$ cat config.mk
export PLATFORM = sky130hd
export DESIGN_NAME = uart_tx_feeder
export DESIGN_NICKNAME = d
export VERILOG_FILES = /design/src/rtl/uart_tx_feeder.sv
export SDC_FILE = /design/constraint.sdc
export NUM_CORES = 1
export LEC_CHECK = 0
export BUFFER_PORTS_ARGS = -buffer_cell sky130_fd_sc_hd__buf_2
export CORE_MARGIN = 10
export CORE_UTILIZATION = 64
export DETAILED_ROUTE_END_ITERATION = 8
export PLACE_DENSITY = 0.82
export SLEW_MARGIN = 30
export SYNTH_ARGS = -nofsm -noshare
export SYNTH_HDL_FRONTEND = slang
export SYNTH_SLANG_ARGS = --single-unit
$ cat constraint.sdc
create_clock -name clk -period 8.3 [get_ports clk]
set_clock_uncertainty 0.1 [all_clocks]
set_input_delay 0.83 -clock clk [delete_from_list [all_inputs] [get_ports clk]]
set_output_delay 0.83 -clock clk [all_outputs]
set_load 0.1 [all_outputs]
$ cat src/rtl/uart_tx_feeder.sv
// Byte FIFO in front of the UART transmitter. Queued bytes are handed over one at a time
// through the tx_start/tx_data/busy handshake, with a bounded wait for busy to rise.
module uart_tx_feeder #(
    parameter int unsigned DEPTH       = 16,
    parameter int unsigned ADDR_W      = 4,
    parameter int unsigned REQ_TIMEOUT = 8192
) (
    input  logic              clk,
    input  logic              rst,
    input  logic              wr_en,
    input  logic [7:0]        wr_data,
    output logic              full,
    output logic              empty,
    output logic [ADDR_W:0]   count,
    output logic              overflow,
    output logic              req_timeout,
    output logic              tx_start,
    output logic [7:0]        tx_data,
    input  logic              busy
);

    localparam int unsigned     TmoW     = $clog2(REQ_TIMEOUT);
    localparam logic [TmoW-1:0] TmoLast  = TmoW'(REQ_TIMEOUT - 1);
    localparam logic [ADDR_W:0] DepthCnt = (ADDR_W + 1)'(DEPTH);

    typedef enum logic [1:0] {
        StIdle,
        StReq,
        StWaitDone
    } state_e;

    logic [7:0]        mem_q [DEPTH];
    logic [ADDR_W-1:0] wr_ptr_q, wr_ptr_d;
    logic [ADDR_W-1:0] rd_ptr_q, rd_ptr_d;
    logic [ADDR_W:0]   count_q, count_d;
    logic              overflow_q, overflow_d;
    logic              req_timeout_q, req_timeout_d;
    logic              tx_start_q, tx_start_d;
    logic [7:0]        tx_data_q, tx_data_d;
    logic [TmoW-1:0]   tmo_q, tmo_d;
    state_e            state_q, state_d;
    logic              push;
    logic              pop;

    assign full        = (count_q == DepthCnt);
    assign empty       = (count_q == '0);
    assign count       = count_q;
    assign overflow    = overflow_q;
    assign req_timeout = req_timeout_q;
    assign tx_start    = tx_start_q;
    assign tx_data     = tx_data_q;

    // Acceptance uses the registered full flag, so a same-cycle pop never frees a slot early.
    assign push       = wr_en & ~full;
    assign overflow_d = wr_en & full;

    always_comb begin
        state_d       = state_q;
        tx_start_d    = tx_start_q;
        tx_data_d     = tx_data_q;
        tmo_d         = tmo_q;
        req_timeout_d = 1'b0;
        pop           = 1'b0;
        case (state_q)
            StIdle: begin
                if (!empty && !busy) begin
                    pop        = 1'b1;
                    tx_data_d  = mem_q[rd_ptr_q];
                    tx_start_d = 1'b1;
                    tmo_d      = '0;
                    state_d    = StReq;
                end
            end
            StReq: begin
                if (busy) begin
                    tx_start_d = 1'b0;
                    state_d    = StWaitDone;
                end else if (tmo_q == TmoLast) begin
                    // Transmitter never acknowledged: drop the byte rather than stall the queue.
                    tx_start_d    = 1'b0;
                    req_timeout_d = 1'b1;
                    state_d       = StIdle;
                end else begin
                    tmo_d = tmo_q + TmoW'(1);
                end
            end
            StWaitDone: begin
                if (!busy) begin
                    state_d = StIdle;
                end
            end
            default: begin
                state_d = StIdle;
            end
        endcase
    end

    always_comb begin
        wr_ptr_d = wr_ptr_q;
        rd_ptr_d = rd_ptr_q;
        count_d  = count_q;
        if (push) begin
            wr_ptr_d = wr_ptr_q + ADDR_W'(1);
        end
        if (pop) begin
            rd_ptr_d = rd_ptr_q + ADDR_W'(1);
        end
        case ({push, pop})
            2'b10:   count_d = count_q + (ADDR_W + 1)'(1);
            2'b01:   count_d = count_q - (ADDR_W + 1)'(1);
            default: count_d = count_q;
        endcase
    end

    always_ff @(posedge clk) begin
        if (push) begin
            mem_q[wr_ptr_q] <= wr_data;
        end
    end

    always_ff @(posedge clk) begin
        if (rst) begin
            state_q       <= StIdle;
            wr_ptr_q      <= '0;
            rd_ptr_q      <= '0;
            count_q       <= '0;
            overflow_q    <= 1'b0;
            req_timeout_q <= 1'b0;
            tx_start_q    <= 1'b0;
            tx_data_q     <= 8'h00;
            tmo_q         <= '0;
        end else begin
            state_q       <= state_d;
            wr_ptr_q      <= wr_ptr_d;
            rd_ptr_q      <= rd_ptr_d;
            count_q       <= count_d;
            overflow_q    <= overflow_d;
            req_timeout_q <= req_timeout_d;
            tx_start_q    <= tx_start_d;
            tx_data_q     <= tx_data_d;
            tmo_q         <= tmo_d;
        end
    end

endmodule

==> impl_metrics.tcl, run 1 <==
set metrics [dict create \
    status "finished, final reports clean" \
    antenna_left 0 \
    dp.cells 577 \
    synthTopCellsByArea "edfxtp_1 56%, dfxtp_1 11%, mux4_2 11%" \
    dr.pass1.iters 5 \
    setup_slack_ps 4767 \
    htreeDepth 4 \
    synth_seq_cells 167 \
    syn_area_per_cell_um2 15.94 \
    vias_per_cell 6.307 \
    ys_warn_count 0 \
    synth_cells 427 \
    path_class "register to register" \
    async_reset_ff_frac 0 \
    nets 483 \
    hold_buffers 0 \
    totalWireLength_mm 13.65 \
    insertedDiodeCount 0 \
    globalplace.congestion 0.8135 \
    die_h_um 123.1 \
    timing.fmax_mhz 283.0 \
    dieWidth_um 123.1 \
    fillCellCount 578 \
    fin_setup_tns_ps 0 \
    cp_max_fo 11 \
    clock_sinks 167 \
    placementRows 37 \
    maxCapViolations 0 \
    tightest_slew_ps 901.8 \
    period_minus_slack_ps 3533 \
    grt_pass1_vias 3836 \
    grt_pass1_wl_mm 21.33 \
    instances_no_fill 609 \
    dpl.hpwl_mm 8.135 \
    cts_resized 0 \
    cts_buffers 17 \
    synth_area_mm2 0.006805 \
    insertion_delay_ps 540 \
    io_buffers 29 \
    drtIter0Drc 402 \
    clock_path_buffers 2 \
    hold_viol 0 \
    grt_max_degree 36 \
    wl_per_cell_um 22.42 \
    cts_setup_buffers 0 \
    root_buffer "clkbuf_8" \
    num_vias 3841 \
    overflow 0 \
    synthFlopType "edfxtp_1" \
    ioPinCount 30 \
    drive_above_1_share 0.2558 \
    mappedNetlistNets 450 \
    p_leak_nw 2.577 \
    maxSlewViolCount 0 \
    synth_edf_count 128 \
    antenna_found_initial 0 \
    core_mm2 0.01032 \
    yosysTopAreaCell "edfxtp_1" \
    arrival_ps 3860 \
    syn2layout_area_growth_pct 12.48 \
    rsz0062_at_grt "no" \
    critPathLaunchType "register" \
    vdd_ir_drop_max_v 0.0002176 \
    endpoint_kind "register" \
    drc_errors 0 \
    grt.total_usage 0.1895 \
    synth.top_cell.area_share 0.5648 \
    powerDensity_mw_per_mm2 309.8 \
    path_clk_slew_ps 70 \
    yosysSeqAreaShare 0.6795 \
    yosysUniqueCellTypes 50 \
    die_area_mm2 0.01516 \
    initial_core_util 0.6592 \
    relSlewSlack 0.3966 \
    finalSetupViolations 0 \
    cts_tree "yes" \
    dp_slack_ps 4643 \
    hold_path_class "register to register" \
    cp.required_ps 8630 \
    fin_crit_sh 0.4257 \
]
## Yosys cell counts (2+ instances only)
library cell	instances
edfxtp_1	128
nor2_1	40
dfxtp_1	39
mux4_2	32
mux2i_1	18
nand2_1	17
o21ai_1	17
clkbuf_1	11
inv_1	11
ha_1	10
nor3_1	9
nand3b_1	8
o221ai_1	8
a21oi_1	7
buf_2	5
nand3_1	5
nand4_1	5
xor2_1	5
and3_2	4
xnor2_1	4
a31oi_1	3
buf_6	3
nand2b_1	3
a211oi_1	2
a21oi_2	2
and2b_2	2
and3_1	2
and4_2	2
mux2_2	2
nor2b_1	2
nor3b_1	2
## metal layers
| metal | GRT usage | part of all wire | up-vias | wire length (µm) |
|---|---|---|---|---|
| li1 | - | - | 1715 | - |
| met1 | 0.2409 | 0.40 | 1919 | 5450 |
| met2 | 0.3072 | 0.51 | 181 | 6930 |
| met3 | 0.05287 | 0.072 | 26 | 978 |
| met4 | 0.06914 | 0.022 | 0 | 295 |
| met5 | 0 | 0 | - | 0 |
## kinds of logic (layout without fill, tap and decap cells)
logic type               count (synthesis)  count (layout)  synth area share
multiplexers                            52              52            0.1357
buffers and inverters                   33              79           0.02298
adder cells (fa/ha/maj)                 11              11           0.02133
flip-flops                             167             167            0.6795
AND/OR/NAND/NOR                        109             109           0.08366
XOR/XNOR                                 9               9           0.01158
AO/OA/AOI/OAI                           46              46           0.04523
## cell usage in the layout (no fill, tap or decap), types with 3 or more instances in the layout
cell type and n:
clkinvlp_4 3, nand2b_1 3, nor3_1 9, edfxtp_1 128, clkbuf_16 16, xor2_1 5, nand3_1 5, nand2_1 17
inv_1 11, inv_8 3, nand4_1 5, a21oi_1 7, a31oi_1 3, ha_1 10, mux2i_1 18, nand3b_1 8
mux4_2 32, nor2_1 40, buf_4 6, xnor2_1 4, o21ai_1 17, o221ai_1 8, and3_2 4, dfxtp_1 37
buf_2 29
## worst max-delay path: stages, from the launching register on
cell	delay (ps)
dfxtp_1	350
or4_4	560
o21ai_2	440
inv_4	170
ha_1	280
ha_1	320
nor2b_1	150
o21ai_0	220
a21oi_1	90
or3b_2	450
mux2_2	280
## through the flow
| stage | util | area (µm²) | power [mW] | hold WS, ps |
|---|---|---|---|---|
| after detailed placement | 0.6838 | 7059 | 1.595 | 367.1 |
| final | 0.7415 | 7655 | 2.372 | 379.8 |
| after global placement | 0.6837 | 7058 | 1.583 | 358.3 |
| after floorplan | - | 6805 | 1.494 | 335.1 |
| after global routing | 0.7415 | 7655 | 2.450 | 409.2 |
| after CTS | 0.7415 | 7655 | 2.376 | 376.2 |
## sequential cells by signal, indices dropped and copies added, names as in the netlist
name,count
tx_data,8
mem_q,128
state_q,2
tx_start,1
count,5
tmo_q,13
wr_ptr_q,4
overflow,1
rd_ptr_q,4
req_timeout,1
## path summary, 6_finish.rpt
kind	start	endpoint	slack, ps	depth (start not counted)
worst max-delay path	count[0]$_SDFFE_PP0P_	count[4]$_SDFFE_PP0P_	4770	10
worst min-delay path	tmo_q[6]$_SDFFE_PP0P_	tmo_q[6]$_SDFFE_PP0P_	380	1
worst max register to register	count[0]$_SDFFE_PP0P_	count[4]$_SDFFE_PP0P_	4770	10
worst min register to register	tmo_q[6]$_SDFFE_PP0P_	tmo_q[6]$_SDFFE_PP0P_	380	1
## power breakdown
part | leakage [nW] | switching, mW | internal [mW]
clock network | 0.284 | 0.339 | 0.447
registers | 1.47 | 0.0538 | 0.949
logic | 0.820 | 0.421 | 0.163
total | 2.58 | 0.813 | 1.56
## cell type report
type | count | area (µm²) | share of cell area
Clock inverter | 13 | 163.9 | 0.02141
Timing Repair Buffer | 35 | 190.2 | 0.02484
Sequential cell | 167 | 4627 | 0.6044
Clock buffer | 19 | 431.7 | 0.05639
Inverter | 12 | 47.55 | 0.006211
Multi-Input combinational cell | 227 | 2024 | 0.2645
Tap cell | 136 | 170.2 | 0.02223
(Power assumes the default switching activity.)
==> run 2: changes to the inputs <==
--- a/config.mk
+++ b/config.mk
@@ -5,11 +5,12 @@
 export SDC_FILE = /design/constraint.sdc
 export NUM_CORES = 1
 export LEC_CHECK = 0
+export ABC_AREA = 1
 export BUFFER_PORTS_ARGS = -buffer_cell sky130_fd_sc_hd__buf_2
 export CORE_MARGIN = 10
-export CORE_UTILIZATION = 64
+export CORE_UTILIZATION = 55
 export DETAILED_ROUTE_END_ITERATION = 8
-export PLACE_DENSITY = 0.82
+export PLACE_DENSITY = 0.75
 export SLEW_MARGIN = 30
 export SYNTH_ARGS = -nofsm -noshare
 export SYNTH_HDL_FRONTEND = slang
==> constraint.sdc (replaced) <==
create_clock -name clk -period 2.9 [get_ports clk]
set_clock_uncertainty 0.1 [all_clocks]
set_input_delay 0.29 -clock clk [delete_from_list [all_inputs] [get_ports clk]]
set_output_delay 0.29 -clock clk [all_outputs]
set_load 0.1 [all_outputs]
==> impl_metrics.tcl, run 2 <==
set metrics [dict create \
    yosysSeqAreaShare 0.6224 \
    vdd_ir_drop_max_v 0.0005223 \
    core_mm2 0.01324 \
    syn_area_per_cell_um2 9.405 \
    min_from "busy" \
    totalWireLength_mm 16.57 \
    hold_path_class "primary input to register" \
    p_int_mw 4.543 \
    grt_pass1_wl_mm 26.70 \
    rr_endpoint "count[4]$_SDFFE_PP0P_" \
    nets 834 \
    insertion_delay_ps 440 \
    cts_buffers 17 \
    arrival_ps 2770 \
    regMostFlops "mem_q" \
    cp.required_ps 3170 \
    min_to "req_timeout$_SDFF_PP0_" \
    fin_crit_sh 0.8622 \
    cp_max_fo 5 \
    cts_tree "yes" \
    drive_above_1_share 0.1092 \
    synth.top_cell.area_share 0.5173 \
    largest_reg_flops 128 \
    antenna_found_initial 0 \
    grt_pass1_vias 5157 \
    clkPwrFrac 0.293 \
    grt_max_degree 67 \
    placementRows 42 \
    yosysUniqueCellTypes 34 \
    num_vias 5425 \
    maxCapViolations 0 \
    yosysTopAreaCell "edfxtp_1" \
    synth_area_mm2 0.007430 \
    maxSlewViolCount 0 \
    whs_ps 50.26 \
    synth_seq_cells 167 \
    synthFlopType "edfxtp_1" \
    mappedNetlistNets 813 \
    root_buffer "clkbuf_16" \
    initial_core_util 0.5610 \
    p_seq_frac 0.375 \
    path_class "register to register" \
    async_reset_ff_frac 0 \
    endpoint_kind "register" \
    reg2regPathDepth 13 \
    drtIter0Drc 529 \
    synth_most_common_cell "nand2_1" \
    synth_common_cells "277 x nand2_1, 128 x edfxtp_1, 85 x nand3_1" \
    rsz0062_at_grt "no" \
    reg2reg_setup_slack_ps 400 \
    drc_errors 0 \
    tightest_slew_ps 762.6 \
    status "finished, final reports clean" \
    path_clk_slew_ps 70 \
    synth_edf_count 128 \
    antenna_left 0 \
    grt.total_usage 0.1862 \
    cts_setup_buffers 0 \
    hold_depth 2 \
    p_leak_nw 3.403 \
    die_area_mm2 0.01856 \
    period_minus_slack_ps 2500 \
    dp.cells 967 \
    power.switching_mw 3.080 \
    dieWidth_um 136.2 \
    combPwrFrac 0.333 \
    critPathLaunchType "register" \
    htreeDepth 4 \
    ys_warn_count 0 \
    relSlewSlack 0.4910 \
    io_buffers 29 \
    ioPinCount 30 \
    synthTopCellsByArea "edfxtp_1 52%, nand2_1 14%, dfxtp_1 11%" \
    synth_cells 790 \
    dpl.hpwl_mm 11.02 \
    final_common_cell "nand2_1" \
    clock_sinks 167 \
    design_area_mm2 0.008272 \
    dr.pass1.iters 5 \
    insertedDiodeCount 0 \
    power_mw 7.624 \
    globalplace.congestion 0.9219 \
    fillCellCount 1061 \
    mostFrequentLayoutCells "277 x nand2_1, 128 x edfxtp_1, 85 x nand3_1, 79 x nor2_1, 64 x inv_1" \
    dpl-instance-area_mm2 0.007676 \
    finalSetupViolations 0 \
    fin_setup_tns_ps 0 \
    powerDensity_mw_per_mm2 921.6 \
    timing.fmax_mhz 399.9 \
    vias_per_cell 5.425 \
    die_h_um 136.2 \
    wl_per_cell_um 16.57 \
    clock_path_buffers 2 \
    overflow 0 \
    r2r-start "count[1]$_SDFFE_PP0P_" \
    hold_viol 0 \
    netSwitchingFraction 0.4040 \
    syn2layout_area_growth_pct 11.33 \
    instances_no_fill 1000 \
]
run 2: stage by stage:
| stage | worst slack, ps | util |
|---|---|---|
| floorplan | 173.3 | - |
| finish | 399.7 | 0.6246 |
| global placement | 635.6 | 0.5796 |
| global route | 229.9 | 0.6246 |
| CTS | 465.4 | 0.6246 |
| detailed placement | 469.2 | 0.5796 |
run 2: worst max path at each step:
stage / start / to / slack (ps) / depth (start not counted)
2_1_floorplan: count[0]$_SDFFE_PP0P_ / count[4]$_SDFFE_PP0P_ / 170 / 16
3_3_place_gp: count[1]$_SDFFE_PP0P_ / count[4]$_SDFFE_PP0P_ / 640 / 14
3_5_place_dp: count[1]$_SDFFE_PP0P_ / count[4]$_SDFFE_PP0P_ / 470 / 14
4_1_cts: count[1]$_SDFFE_PP0P_ / count[4]$_SDFFE_PP0P_ / 470 / 14
5_1_grt: count[1]$_SDFFE_PP0P_ / count[4]$_SDFFE_PP0P_ / 230 / 14
6_report: count[1]$_SDFFE_PP0P_ / count[4]$_SDFFE_PP0P_ / 400 / 13
run 2: power groups by stage:
stage,Combinational [mW],Sequential (mW),Clock [mW]
finish,2.54,2.86,2.23
global route,2.77,2.87,2.36
CTS,2.53,2.85,2.25
detailed placement,2.51,2.90,0
global placement,2.47,2.90,0
floorplan,1.43,3.48,0
run 2: critical path, cell delays in order, from the launching register on:
cell and delay (ps):
dfxtp_2 340, nor2_1 170, nand3_1 150, nand2_1 200, ha_1 310, inv_1 90
fa_1 410, inv_1 80, nand2_1 50, nand2_1 50, nand2_1 60, a21boi_0 180
o21ai_0 110, a21oi_1 120
run 2: per-layer routing:
metal | vias up | wire length, µm | global-route usage
met4 | 0 | 350 | 0.08047
met1 | 2563 | 7147 | 0.2424
met2 | 205 | 8059 | 0.2948
met3 | 30 | 1009 | 0.03948
li1 | 2627 | - | -
met5 | - | 0 | 0
run 2: kinds of logic after synthesis:
logic type      after synthesis  share of synthesized area
simple gates                464                     0.2647
flops                       167                     0.6224
buf+inv                     102                    0.05793
compound gates               42                    0.03065
fa+ha+maj                    11                    0.01954
xor+xnor                      4                   0.004716
run 2: final cells by class:
cell class,instances,area (µm²),share of cell area
Multi-Input combinational cell,521,2375,0.2871
Clock inverter,15,160.2,0.01936
Tap cell,176,220.2,0.02662
Clock buffer,17,425.4,0.05143
Inverter,67,251.5,0.03040
Sequential cell,167,4632,0.5600
Timing Repair Buffer,37,207.7,0.02511
run 2: repair_timing:
item	CTS	global route
hold buffers	1	0
endpoints found under the hold margin	1	0
gates resized for setup	0	0
==> run 3: changes to the inputs <==
--- a/config.mk
+++ b/config.mk
@@ -8,9 +8,9 @@
 export ABC_AREA = 1
 export BUFFER_PORTS_ARGS = -buffer_cell sky130_fd_sc_hd__buf_2
 export CORE_MARGIN = 10
-export CORE_UTILIZATION = 55
+export CORE_UTILIZATION = 64
 export DETAILED_ROUTE_END_ITERATION = 8
-export PLACE_DENSITY = 0.75
+export PLACE_DENSITY = 0.82
 export SLEW_MARGIN = 30
 export SYNTH_ARGS = -nofsm -noshare
 export SYNTH_HDL_FRONTEND = slang
==> constraint.sdc (replaced) <==
create_clock -name clk -period 3 [get_ports clk]
set_clock_uncertainty 0.1 [all_clocks]
set_input_delay 0.3 -clock clk [delete_from_list [all_inputs] [get_ports clk]]
set_output_delay 0.3 -clock clk [all_outputs]
set_load 0.1 [all_outputs]
==> impl_metrics.tcl, run 3 (synthesis results as in run 2) <==
set metrics [dict create \
    vias_per_cell 5.652 \
    totalWireLength_mm 16.21 \
    path_common_cell "nand2_1" \
    critPathMaxStageDelay_ps 400 \
    drive_above_1_share 0.1071 \
    reg2reg_setup_slack_ps 620 \
    vdd_ir_drop_max_v 0.0006035 \
    clock_path_buffers 2 \
    design_area_mm2 0.008232 \
    wl_met2_mm 8.300 \
    rsz0062_at_grt "no" \
    wl_met1_mm 6.213 \
    antenna_found_initial 0 \
    finalSetupViolations 0 \
    whs_ps 20.45 \
    syn2layout_area_growth_pct 10.79 \
    insertedDiodeCount 0 \
    netSwitchingFraction 0.3944 \
    reg2regPathDepth 14 \
    die_area_mm2 0.01632 \
    dpl-instance-area_mm2 0.007627 \
    insertion_delay_ps 430 \
    tightest_slew_ps 847.5 \
    regMostFlops "mem_q" \
    ioPinCount 30 \
    dieWidth_um 127.7 \
    wl_per_cell_um 16.80 \
    dr.pass1.iters 6 \
    htreeDepth 4 \
    largest_reg_flops 128 \
    hold_buffers 0 \
    die_h_um 127.7 \
    grt.total_usage 0.2002 \
    timing.fmax_mhz 420.9 \
    critPathLaunchType "register" \
    cts_setup_buffers 0 \
    r2r-start "count[1]$_SDFFE_PP0P_" \
    grt_pass1_wl_mm 25.85 \
    combPwrFrac 0.330 \
    cp_cell_sequence "nor2_1 > nand3_1 > nand2_1 > ha_1 > inv_1 > fa_1 > inv_1 > nand2_1 > nand2_1 > nand2_1 > nand2_1 > nor2_1 > o21ai_0 > a21oi_1" \
    globalplace.congestion 0.9105 \
    drtIter0Drc 558 \
    rr_endpoint "count[4]$_SDFFE_PP0P_" \
    antenna_left 0 \
    power.switching_mw 2.943 \
    grt_pass1_vias 5265 \
    fillCellCount 757 \
    powerDensity_mw_per_mm2 906.4 \
    fin_crit_sh 0.7919 \
    cts_resized 0 \
    final_common_cell "nand2_1" \
    dr.max_layer_used "met4" \
    endpoint_kind "register" \
    min_from "wr_en" \
    clkPwrFrac 0.296 \
    drc_errors 0 \
    instances_no_fill 965 \
    arrival_ps 2560 \
    nets 832 \
    period_minus_slack_ps 2376 \
    cp_max_fo 5 \
    grt_max_degree 66 \
    placementRows 39 \
    core_mm2 0.01137 \
    overflow 0 \
    hold_viol 0 \
    crit_buf_inv 2 \
    maxSlewViolCount 0 \
    dpl.hpwl_mm 10.15 \
    p_leak_nw 3.387 \
    fin_setup_tns_ps 0 \
    mostFrequentLayoutCells "277 x nand2_1, 128 x edfxtp_1, 85 x nand3_1, 79 x nor2_1, 65 x inv_1" \
    min_to "overflow$_SDFF_PP0_" \
    relSlewSlack 0.4344 \
    path_clk_slew_ps 60 \
    dr_wl_met3_mm 1.217 \
    io_buffers 29 \
    initial_core_util 0.6535 \
    hold_depth 3 \
    root_buffer "clkbuf_16" \
    worst_path_max_delay_cell "fa_1" \
    p_int_mw 4.518 \
    maxCapViolations 0 \
    p_seq_frac 0.374 \
    cts_tree "yes" \
    cp.required_ps 3180 \
    dp.cells 933 \
    cts_buffers 17 \
    path_class "register to register" \
    num_vias 5454 \
    clock_sinks 167 \
    hold_path_class "primary input to register" \
    cpLargestDelayFamily "simple AND/OR/NAND/NOR gates" \
    status "finished, final reports clean" \
]
-- run 3: worst max path at each step --
stage                           from                    end  slack, ps  cells after the start
5_1_grt        count[0]$_SDFFE_PP0P_  count[4]$_SDFFE_PP0P_        400                     14
3_3_place_gp   count[0]$_SDFFE_PP0P_  count[4]$_SDFFE_PP0P_        680                     14
4_1_cts        count[0]$_SDFFE_PP0P_  count[4]$_SDFFE_PP0P_        650                     14
6_report       count[1]$_SDFFE_PP0P_  count[4]$_SDFFE_PP0P_        620                     14
3_5_place_dp   count[0]$_SDFFE_PP0P_  count[4]$_SDFFE_PP0P_        660                     14
2_1_floorplan  count[0]$_SDFFE_PP0P_  count[4]$_SDFFE_PP0P_        270                     16
-- run 3: layer usage --
metal,up-vias,GRT usage
li1,2613,-
met1,2556,0.2400
met2,241,0.3443
met3,44,0.03515
met4,0,0.09073
met5,-,0
-- run 3: worst reg2reg max path, stage by stage (launching register included) --
cell and delay [ps]:
dfxtp_2 340, nor2_1 160, nand3_1 130, nand2_1 160, ha_1 290, inv_1 80, fa_1 400, inv_1 80
nand2_1 40, nand2_1 50, nand2_1 60, nand2_1 60, nor2_1 30, o21ai_0 170, a21oi_1 80
-- run 3: layout make-up --
type	count	area, µm²	share of cell area
clock buffer	17	425.4	0.05168
clock inverter	15	178.9	0.02174
inverter	67	251.5	0.03055
multi-input combinational	521	2375	0.2885
sequential	167	4632	0.5627
tap	143	178.9	0.02174
timing repair buffer	35	190.2	0.02310
-- run 3: power by group through the flow --
| stage | sequential (mW) | combinational [mW] | clock, mW |
|---|---|---|---|
| CTS | 2.79 | 2.45 | 2.21 |
| finish | 2.79 | 2.46 | 2.21 |
| global route | 2.81 | 2.69 | 2.29 |
| global placement | 2.82 | 2.39 | 0 |
| detailed placement | 2.83 | 2.42 | 0 |
| floorplan | 3.36 | 1.38 | 0 |
-- run 3: metrics by stage --
stage                     worst slack (ps)  utilization  power, mW
after floorplan                      273.3            -      4.741
after global placement               678.2       0.6708      5.207
after detailed placement             656.1       0.6708      5.252
after CTS                            645.9       0.7240      7.453
after global routing                 398.3       0.7240      7.790
final                                624.4       0.7240      7.461
